**src/rtl/audio_i2s_pkg.sv**
```systemverilog
// audio_i2s_pkg: shared mode encodings and channel enum for the I2S receiver
package audio_i2s_pkg;
  localparam int MODE_I2S = 0;
  localparam int MODE_LJ = 1;
  typedef enum logic {CH_LEFT = 1'b0, CH_RIGHT = 1'b1} ch_e;
endpackage

```
**src/rtl/audio_sync_edge.sv**
```systemverilog
// audio_sync_edge: multi-flop synchronizer with rise detect on sig and plain lanes on d
module audio_sync_edge #(
  parameter int STAGES = 2,
  parameter int W = 2
) (
  input  logic         clk,
  input  logic         reset,
  input  logic         sig,
  input  logic [W-1:0] d,
  output logic [W-1:0] q,
  output logic         rise
);
  logic [W:0] sr [STAGES];
  logic last;
  // all lanes share one chain so lrck/dat stay aligned with bck
  always_ff @(posedge clk) begin
    if (reset) begin
      for (int i = 0; i < STAGES; i++) sr[i] <= '0;
      last <= 1'b0;
    end else begin
      sr[0] <= {d, sig};
      for (int i = 1; i < STAGES; i++) sr[i] <= sr[i-1];
      last <= sr[STAGES-1][0];
    end
  end
  assign q = sr[STAGES-1][W:1];
  assign rise = sr[STAGES-1][0] & ~last;
endmodule

```
**src/rtl/audio_i2s_deserializer.sv**
```systemverilog
// audio_i2s_deserializer: I2S / left-justified serial audio to parallel stereo pairs
module audio_i2s_deserializer
  import audio_i2s_pkg::*;
#(
  parameter int DATA_W = 16,
  parameter int MODE = MODE_I2S,
  parameter int SYNC_STAGES = 2
) (
  input  logic              clk,
  input  logic              reset,
  input  logic              bck,
  input  logic              lrck,
  input  logic              dat,
  output logic [DATA_W-1:0] outl,
  output logic [DATA_W-1:0] outr,
  output logic              out_valid,
  input  logic              out_ready,
  output logic              overrun
);
  localparam int CW = $clog2(DATA_W + 1);
  localparam logic [CW-1:0] FULL = CW'(DATA_W);
  logic [1:0] ld;
  logic bck_rise, boundary, stage_l, commit, seen, lvalid;
  ch_e ch, lr_prev;
  logic [CW-1:0] cnt;
  logic [DATA_W-1:0] sh, lstage, ins, word, msb;
  audio_sync_edge #(.STAGES(SYNC_STAGES), .W(2)) u_sync (
    .clk(clk),
    .reset(reset),
    .sig(bck),
    .d({dat, lrck}),
    .q(ld),
    .rise(bck_rise)
  );
  // bit placement and slot-boundary decode; in I2S the boundary bit is the LSB of the ending slot
  always_comb begin
    ch = ch_e'(ld[0]);
    msb = {ld[1], {(DATA_W-1){1'b0}}};
    ins = cnt < FULL ? msb >> cnt : '0;
    word = MODE == MODE_I2S ? sh | ins : sh;
    boundary = bck_rise && ch != lr_prev;
    stage_l = boundary && seen && lr_prev == CH_LEFT;
    commit = boundary && lvalid && lr_prev == CH_RIGHT;
  end
  // slot assembly: saturating bit counter, shift register, left staging
  always_ff @(posedge clk) begin
    if (reset) begin
      lr_prev <= CH_LEFT;
      cnt <= '0;
      sh <= '0;
      lstage <= '0;
      seen <= 1'b0;
      lvalid <= 1'b0;
    end else if (bck_rise) begin
      lr_prev <= ch;
      if (boundary) begin
        seen <= seen || ch == CH_LEFT;
        lvalid <= stage_l;
        cnt <= MODE == MODE_I2S ? '0 : CW'(1);
        sh <= MODE == MODE_I2S ? '0 : msb;
        if (stage_l) lstage <= word;
      end else begin
        sh <= sh | ins;
        cnt <= cnt < FULL ? cnt + CW'(1) : cnt;
      end
    end
  end
  // output pair register: a commit loads only when the slot is free or being drained
  always_ff @(posedge clk) begin
    if (reset) begin
      outl <= '0;
      outr <= '0;
      out_valid <= 1'b0;
      overrun <= 1'b0;
    end else if (commit && (!out_valid || out_ready)) begin
      outl <= lstage;
      outr <= word;
      out_valid <= 1'b1;
    end else begin
      overrun <= overrun | commit;
      out_valid <= out_valid & ~out_ready;
    end
  end
endmodule

```
**config.mk**
```make
export PLATFORM = sky130hd
export DESIGN_NAME = audio_i2s_deserializer
export DESIGN_NICKNAME = d
export VERILOG_FILES = /design/src/rtl/audio_i2s_pkg.sv /design/src/rtl/audio_sync_edge.sv /design/src/rtl/audio_i2s_deserializer.sv
export SDC_FILE = /design/constraint.sdc
export NUM_CORES = 1
export LEC_CHECK = 0
export BUFFER_PORTS_ARGS = -buffer_cell sky130_fd_sc_hd__buf_2
export CAP_MARGIN = 15
export CORE_ASPECT_RATIO = 2
export CORE_MARGIN = 4
export CORE_UTILIZATION = 57
export CTS_BUF_LIST = sky130_fd_sc_hd__clkbuf_4 sky130_fd_sc_hd__clkbuf_8
export CTS_CLUSTER_DIAMETER = 40
export DETAILED_ROUTE_END_ITERATION = 10
export PLACE_DENSITY = 0.75
export SLEW_MARGIN = 15
export SYNTH_ARGS = -nofsm -noshare
export SYNTH_HDL_FRONTEND = slang
export SYNTH_SLANG_ARGS = --single-unit
```
**constraint.sdc**
```tcl
create_clock -name clk -period 1.97 [get_ports clk]
set_input_delay 0.197 -clock clk [delete_from_list [all_inputs] [get_ports clk]]
set_output_delay 0.197 -clock clk [all_outputs]
set_load 0.02 [all_outputs]
```
* Word-level counts from Yosys, hierarchy flattened *
Memory sizes are Yosys's and may differ from the RTL's.
Index checks and enable logic that the tools add are counted.

word-level totals
  word-level logic and storage cells = 49
  memories kept = 1
  bits in registers = 75
  input bits = 6
  bits in writable memories = 6

operators by class
  $lt $le $gt $ge = 1
  bitwise gates (word level) = 10
  reductions and logical operators = 13
  muxes and demuxes = 10
  $add $sub $neg = 1
  shift operators = 1
  equal/unequal tests = 1

memory list
  memory     depth  bits a word  rd ports  clocked after memory_dff  wr ports  RTL line               text
  u_sync.sr  2      3            2         0                         2         audio_sync_edge.sv:13  logic [W:0] sr [STAGES];

operators with widths
  kind                 number
  $mux 16              2
  $or 16x16->16        1
  $shr 16x5->16        1
  $mux 5               2
  $logic_and 1x1->1    6
  $mux 3               2
  $add 5x1->5 const B  1
  $lt 5x5->1 const B   1
  $mux 1               4
  $not 1->1            4
  $reduce_and 2->1     2
  $or 1x1->1           3
  $reduce_and 3->1     1
  $and 1x1->1          2
  $logic_or 1x1->1     2
  $reduce_bool 2->1    1
  $logic_not 1->1      1
  $ne 1x1->1           1

* Longest topological paths before layout *
Gate-level depths: netlist (run 1).

  word-level depth = 7
  depth in mapped cells = 6

* Cells and area by module *
From an unflattened synthesis (run 1), not the netlist that was laid out.

second synthesis, totals
  cell total of the unflattened synthesis = 348
  area, all modules = 3,397.0 sq um

modules (own cells, without submodules)
  module                  cells an instance  seq. area each (sq um)  area an instance (sq um)  instances
  audio_i2s_deserializer  331                1,481.4                 3,191.8                   1
  audio_sync_edge         17                 140.1                   205.2                     1

* Worst setup path before layout (run 1) *
Ideal clock, no wire load.

  path type = reg-to-reg
  from = register lvalid
  to = register outr[5]
  period minus slack after synthesis = 1.383 ns
  data arrival time = 1.243 ns
  cell stages (with the launch flop) = 6
  setup slack = 0.587 ns
  setup time = 0.140 ns
  cell sequence = dfxtp_1 buf_2 clkinv_1 nor3_4 buf_2 a211oi_1

between the ends
  word-level cells in the longest chain between the ends = 3

RTL lines
  element                          RTL line                      text
  from (decl)                      audio_i2s_deserializer.sv:23  logic bck_rise, boundary, stage_l, commit, seen, lvalid;
  from (signal assigned)           audio_i2s_deserializer.sv:58  lvalid <= stage_l;
  $logic_and 1x1->1 (2 in series)  audio_i2s_deserializer.sv:43  commit = boundary && lvalid && lr_prev == CH_RIGHT;
  $logic_and 1x1->1                audio_i2s_deserializer.sv:75  end else if (commit && (!out_valid || out_ready)) begin
  to (signal assigned)             audio_i2s_deserializer.sv:77  outr <= word;
  to (decl)                        audio_i2s_deserializer.sv:15  output logic [DATA_W-1:0] outr,

No other way between the ends.
A chain may end at the register's enable or synchronous reset.

* Final worst setup path (run 1) *
  from = register u_sync.last, read port of u_sync.sr
  to = register outl[12]

between the ends
  word-level cells in the longest chain between the ends = 6

RTL lines
  element                          RTL line                      text
  from (decl)                      audio_sync_edge.sv:14         logic last;
  $not 1->1                        audio_sync_edge.sv:27         assign rise = sr[STAGES-1][0] & ~last;
  $and 1x1->1                      audio_sync_edge.sv:27
  $logic_and 1x1->1                audio_i2s_deserializer.sv:41  boundary = bck_rise && ch != lr_prev;
  $logic_and 1x1->1 (2 in series)  audio_i2s_deserializer.sv:43
  $logic_and 1x1->1                audio_i2s_deserializer.sv:75
  to (signal assigned)             audio_i2s_deserializer.sv:76  outl <= lstage;
  to (decl)                        audio_i2s_deserializer.sv:14  output logic [DATA_W-1:0] outl,

No other way between the ends.

==> results.json, run 1 <==
{
  "worst_pin_slew_ns": 0.603,
  "yosys_register_bits": 81,
  "r2r_start": "u_sync.last$_SDFF_PP0_",
  "rrSetupSlack_ns": 0.36,
  "placement_rows": 38,
  "fp.dieW_um": 61.4,
  "startpoint_type": "flip-flop",
  "routabilityCongestion": 0.783,
  "cts_resized": 0,
  "switching_share_pct": 21.4,
  "power_frac_seq_pct": 59.8,
  "grt_pass1_vias": 2420,
  "whs_ns": 0.0613,
  "yosysTopAreaCellShare_pct": 49.8,
  "crit_path_end_kind": "flip-flop",
  "outcome": "complete, no violations",
  "finClkSkew_ns": 0.00576,
  "clkSinkCount": 81,
  "ant_nets": 0,
  "maxSlewViolCount": 0,
  "synth.net_count": 349,
  "pre_cts_slack_ns": 0.399,
  "grt_usage_pct": 22.2,
  "clkPwrFrac_pct": 37.1,
  "synth.distinct_cells": 37,
  "pwr_density_cell_nw_per_um2": 765,
  "postCtsHoldBufs": 0,
  "tns_ns": 0,
  "critPathRequiredTime_ns": 2.19,
  "path_class": "reg2reg",
  "yosys_warnings": 0,
  "start_util_pct": 59.5,
  "postCtsSetupBuffers": 0,
  "p_int_mw": 2.17,
  "syn_to_final_growth_pct": 11.0,
  "drc": 0,
  "crit_fanout": 11,
  "period_share_pct": 81.5,
  "hp-class": "in2reg",
  "core_sq_um": 5470,
  "antenna_cells": 0,
  "synth_common_cells": "dfxtp_1 (81), a21oi_1 (52), a31oi_1 (33), nor2_1 (24), a211oi_1 (23)",
  "pin_count": 40,
  "hp-start": "lrck",
  "cts_made_buffers": 9,
  "drt_wl_total_um": 7180,
  "netlist_area_sq_um": 3250,
  "syn_inst": 342,
  "die_h_um": 115,
  "rsz0062_at_grt": "false",
  "synthArstFlopShare_pct": 0,
  "combPwrFrac_pct": 3.1,
  "slew_headroom_pct": 59.6,
  "yosys.area.top_type": "dfxtp_1",
  "port-buffer-count": 39,
  "p_switching_uw": 593,
  "synthTopCellsByArea": "dfxtp_1 (50%), a21oi_1 (8.0%), a31oi_1 (6.3%)",
  "routedWlPerCell_um": 16.7,
  "hpwl_um": 4820,
  "maxCapViolations": 0,
  "n_fill_cell": 465,
  "ctsRootBufferMaster": "clkbuf_8",
  "htreeDepth": 3,
  "clk-insertion-delay-late_ns": 0.34,
  "firstDrtPassIters": 4,
  "cp.arrival_ns": 1.82,
  "period_needed_ns": 1.61,
  "cts_tree": "yes",
  "synth_edf_count": 0,
  "fin_nets": 373,
  "ys_seq_area_share_pct": 49.8,
  "synthFlopType": "dfxtp_1",
  "grt_max_degree": 65,
  "drive_gt1_share_pct": 22.8,
  "clockBufferDepth": 2,
  "die_area_sq_um": 7060,
  "startpoint": "u_sync.last$_SDFF_PP0_",
  "grt_overflow": 0,
  "yosysMostFrequentCell": "dfxtp_1",
  "setup_viol": 0,
  "drtIter0Drc": 174,
  "grt_pass1_wl_um": 11900,
  "avgSynthCellArea_sq_um": 9.52,
  "peakVddDrop_v": 0.000728,
  "finalHoldViolations": 0,
  "clk_pin_slew_ns": 0.07,
  "p_leak_nw": 1.27,
  "fmax_mhz": 623,
  "vias": 2659,
  "fin_ws_ns": 0.365,
  "antenna_found_initial": 0,
  "avgViaCountPerCell": 6.20
}
## area by class of cell
type	count	area, sq um	share of cell area, %
flip-flops and latches	81	1620	44.9
multi-input cells	219	1420	39.3
repair buffers	54	333	9.22
clock buffers	13	154	4.26
well taps	60	75.1	2.08
clock inverters	1	5.00	0.139
inverters	1	3.75	0.104
## sequential cells by signal, summed over array words and instances, names as in the netlist
register	cells
outr	16
lstage	16
lr_prev	1
u_sync.last	1
out_valid	1
lvalid	1
outl	16
overrun	1
u_sync.sr	6
seen	1
sh	16
cnt	5
## through the flow
stage | power [mW] | cell area, sq um | utilization, % | cells
floorplan | 1.75 | 3250 | - | 342
global placement | 1.77 | 3450 | 63.1 | 415
detailed placement | 1.78 | 3450 | 63.1 | 415
CTS | 2.79 | 3610 | 66.0 | 429
global route | 2.88 | 3610 | 66.0 | 429
finish | 2.76 | 3610 | 66.0 | 429
## path summary, 6_finish.rpt
kind / endpoint / cells after the start
hold / removal: u_sync.sr[0][1]$_SDFF_PP0_ / 2
setup reg to reg: outl[12]$_SDFFE_PP0P_ / 4
setup / recovery: outl[12]$_SDFFE_PP0P_ / 4
hold reg to reg: u_sync.sr[0][5]$_SDFF_PP0_ / 1
## cells in the final DEF, fill, tap and decap left out
cell type	n
dfxtp_1	81
a21oi_1	52
buf_2	39
a31oi_1	33
nor2_1	24
a211oi_1	23
nand4_1	17
o31ai_1	16
buf_4	13
nor2b_1	11
a211oi_2	10
clkbuf_8	9
nand2b_1	4
o21ai_0	4
nand2_1	4
clkbuf_4	4
and4bb_2	2
xnor2_1	2
buf_12	2
clkinv_1	1
nand4bb_1	1
nor3_4	1
nor4b_4	1
and2_0	1
nor4bb_1	1
and4b_1	1
nor2b_2	1
nor3_1	1
nor3b_1	1
o21bai_1	1
and3b_1	1
and2_4	1
o22ai_1	1
a41oi_1	1
nand3_1	1
mux2i_1	1
ha_1	1
clkinv_2	1
## worst max-delay path, stage by stage (launching register included)
cell and delay, ns:
dfxtp_1 0.34, nand4bb_1 0.45, buf_4 0.32, o31ai_1 0.26, a21oi_1 0.11
## logic make-up after synthesis
kind of cell | after synthesis | share of synthesized area (%)
and+or+nand+nor | 74 | 13.8
adders and majority gates | 1 | 0.384
AOI/OAI and AO/OA | 141 | 28.5
xor gates and xnor gates | 2 | 0.538
DFF | 81 | 49.8
buffers and inverters | 42 | 6.65
muxes | 1 | 0.308
## power groups by stage
stage                     Clock (mW)  Combinational (mW)  Sequential [mW]
after floorplan                    0              0.0610             1.69
after global placement             0              0.0854             1.69
after detailed placement           0              0.0868             1.69
after CTS                       1.05              0.0871             1.65
after global routing            1.13              0.0947             1.65
final                           1.03              0.0866             1.65
## layer usage
metal | GRT usage (%) | wire [um] | vias up | share of wire [%]
met5 | 0 | 0 | - | 0
met4 | 8.07 | 91 | 0 | 1.3
met3 | 5.84 | 332 | 6 | 4.6
met2 | 37.1 | 3740 | 67 | 52
met1 | 26.5 | 3010 | 1264 | 42
li1 | - | - | 1322 | -
Note: power is estimated with default switching activity, not from simulation.
==> inputs of run 2 (changes only) <==
- CORE_UTILIZATION: 57 -> 54
- clock period: 1.97 -> 1.3 ns (I/O delays scaled with it)
==> results.json, run 2 (same netlist as run 1, synthesis figures left out) <==
{
  "outcome": "complete, but fails checks",
  "grt_overflow": 0,
  "final_common_cell": "dfxtp_1",
  "syn_to_final_growth_pct": 32.9,
  "period_share_pct": 106,
  "fp.dieW_um": 62.9,
  "antenna_cells": 0,
  "crit_fanout": 10,
  "start_util_pct": 56.0,
  "startpoint_type": "flip-flop",
  "drive_gt1_share_pct": 40.6,
  "antenna_found_initial": 0,
  "maxSlewViolCount": 0,
  "core_sq_um": 5810,
  "grt_pass1_wl_um": 12900,
  "final_cell_mix": "dfxtp_1 (71), a21oi_1 (43), buf_2 (39)",
  "stdcell_count": 465,
  "grt_max_degree": 36,
  "cts_made_buffers": 9,
  "avgViaCountPerCell": 6.45,
  "whs_ns": 0.177,
  "ant_nets": 0,
  "peakVddDrop_v": 0.000860,
  "path_class": "reg2reg",
  "cp.arrival_ns": 1.63,
  "hpwl_um": 5260,
  "die_h_um": 118,
  "ctsRootBufferMaster": "clkbuf_8",
  "hp-class": "in2reg",
  "slowest_stage": "dfxtp_2",
  "setup_viol": 18,
  "drc": 0,
  "violations": "setup timing",
  "htreeDepth": 3,
  "clk-insertion-delay-late_ns": 0.35,
  "clkSinkCount": 81,
  "tns_ns": -0.287,
  "period_needed_ns": 1.38,
  "finalHoldViolations": 0,
  "fin_ws_ns": -0.0838,
  "firstDrtPassIters": 5,
  "critPathTopFamily": "compound AO/OA/AOI/OAI gates",
  "die_area_sq_um": 7410,
  "pre_cts_slack_ns": -0.129,
  "routedWlPerCell_um": 19.2,
  "ff_latch_area_sq_um": 1640,
  "vias": 3000,
  "finClkSkew_ns": 0.00837,
  "placedCellCount": 436,
  "port-buffer-count": 39,
  "drtIter0Drc": 245,
  "worst_pin_slew_ns": 0.399,
  "fin_nets": 406,
  "grt_usage_pct": 21.7,
  "drt_wl_total_um": 8910,
  "clk_pin_slew_ns": 0.08,
  "fmax_mhz": 723,
  "crit_path_max_incr_delay_ns": 0.34,
  "pwr_density_cell_nw_per_um2": 1030,
  "p_leak_nw": 1.53,
  "critPathBufInv": 2,
  "pin_count": 40,
  "routabilityCongestion": 0.812,
  "rrSetupSlack_ns": -0.08,
  "maxCapViolations": 0,
  "placement_rows": 39,
  "rsz0062_at_grt": "true",
  "cp_common_cell": "buf_6",
  "slew_headroom_pct": 73.4,
  "critPathRequiredTime_ns": 1.54,
  "multiInputGateArea_sq_um": 1710,
  "crit_chain": "nand4bb_1 > buf_6 > buf_6 > o31ai_1 > a21oi_1",
  "grt_pass1_vias": 2684,
  "n_fill_cell": 407,
  "clockBufferDepth": 2,
  "p_total_mw": 4.46,
  "crit_path_end_kind": "flip-flop",
  "cts_tree": "yes"
}
==> run 2: cell type report <==
class,count,share of cell area (%)
timing repair buffer,86,16.4
clock buffer,14,4.02
clock inverter,2,0.289
tap,61,1.76
sequential,81,37.8
multi-input combinational,220,39.5
inverter,1,0.145
==> run 2: worst paths after layout <==
check                                                 from                    endpoint  depth (start not counted)
worst max-delay path            u_sync.sr[0][4]$_SDFF_PP0_       outl[13]$_SDFFE_PP0P_                          5
worst min-delay path                                 reset       outl[14]$_SDFFE_PP0P_                          3
worst max register to register  u_sync.sr[0][4]$_SDFF_PP0_       outl[13]$_SDFFE_PP0P_                          5
worst min register to register  u_sync.sr[0][2]$_SDFF_PP0_  u_sync.sr[0][5]$_SDFF_PP0_                          1
==> run 2: where the power goes <==
part / internal (mW) / switching (mW)
clock: 0.861 / 0.876
sequential: 2.49 / 0.00957
combinational: 0.100 / 0.118
total: 3.45 / 1.00
==> run 2: worst min-delay path, stage by stage <==
cell and delay, ns:
buf_2 0.12, buf_12 0.20, a21oi_2 0.04
==> run 2: layer usage <==
metal	global-route usage (%)	share of wire (%)	vias to the layer above
li1	-	-	1397
met1	23.9	36	1467
met2	38.3	55	105
met3	4.39	4.2	31
met4	11.1	4.9	0
met5	0	0	-
==> run 2: metrics by stage <==
| step | util (%) | instance area (sq um) |
|---|---|---|
| 6_report | 74.5 | 4330 |
| 3_3_place_gp | 62.6 | 3630 |
| 5_1_grt | 74.5 | 4330 |
| 4_1_cts | 67.9 | 3940 |
| 3_5_place_dp | 62.6 | 3630 |
| 2_1_floorplan | - | 3270 |
==> run 2: timing repair <==
item,in CTS,in global routing
pin swaps,4,23
gates resized for setup,19,53
setup buffers,3,2
hold buffers,3,0
endpoints found under the hold margin,3,0
setup endpoints to repair,51,68
cloned,1,5
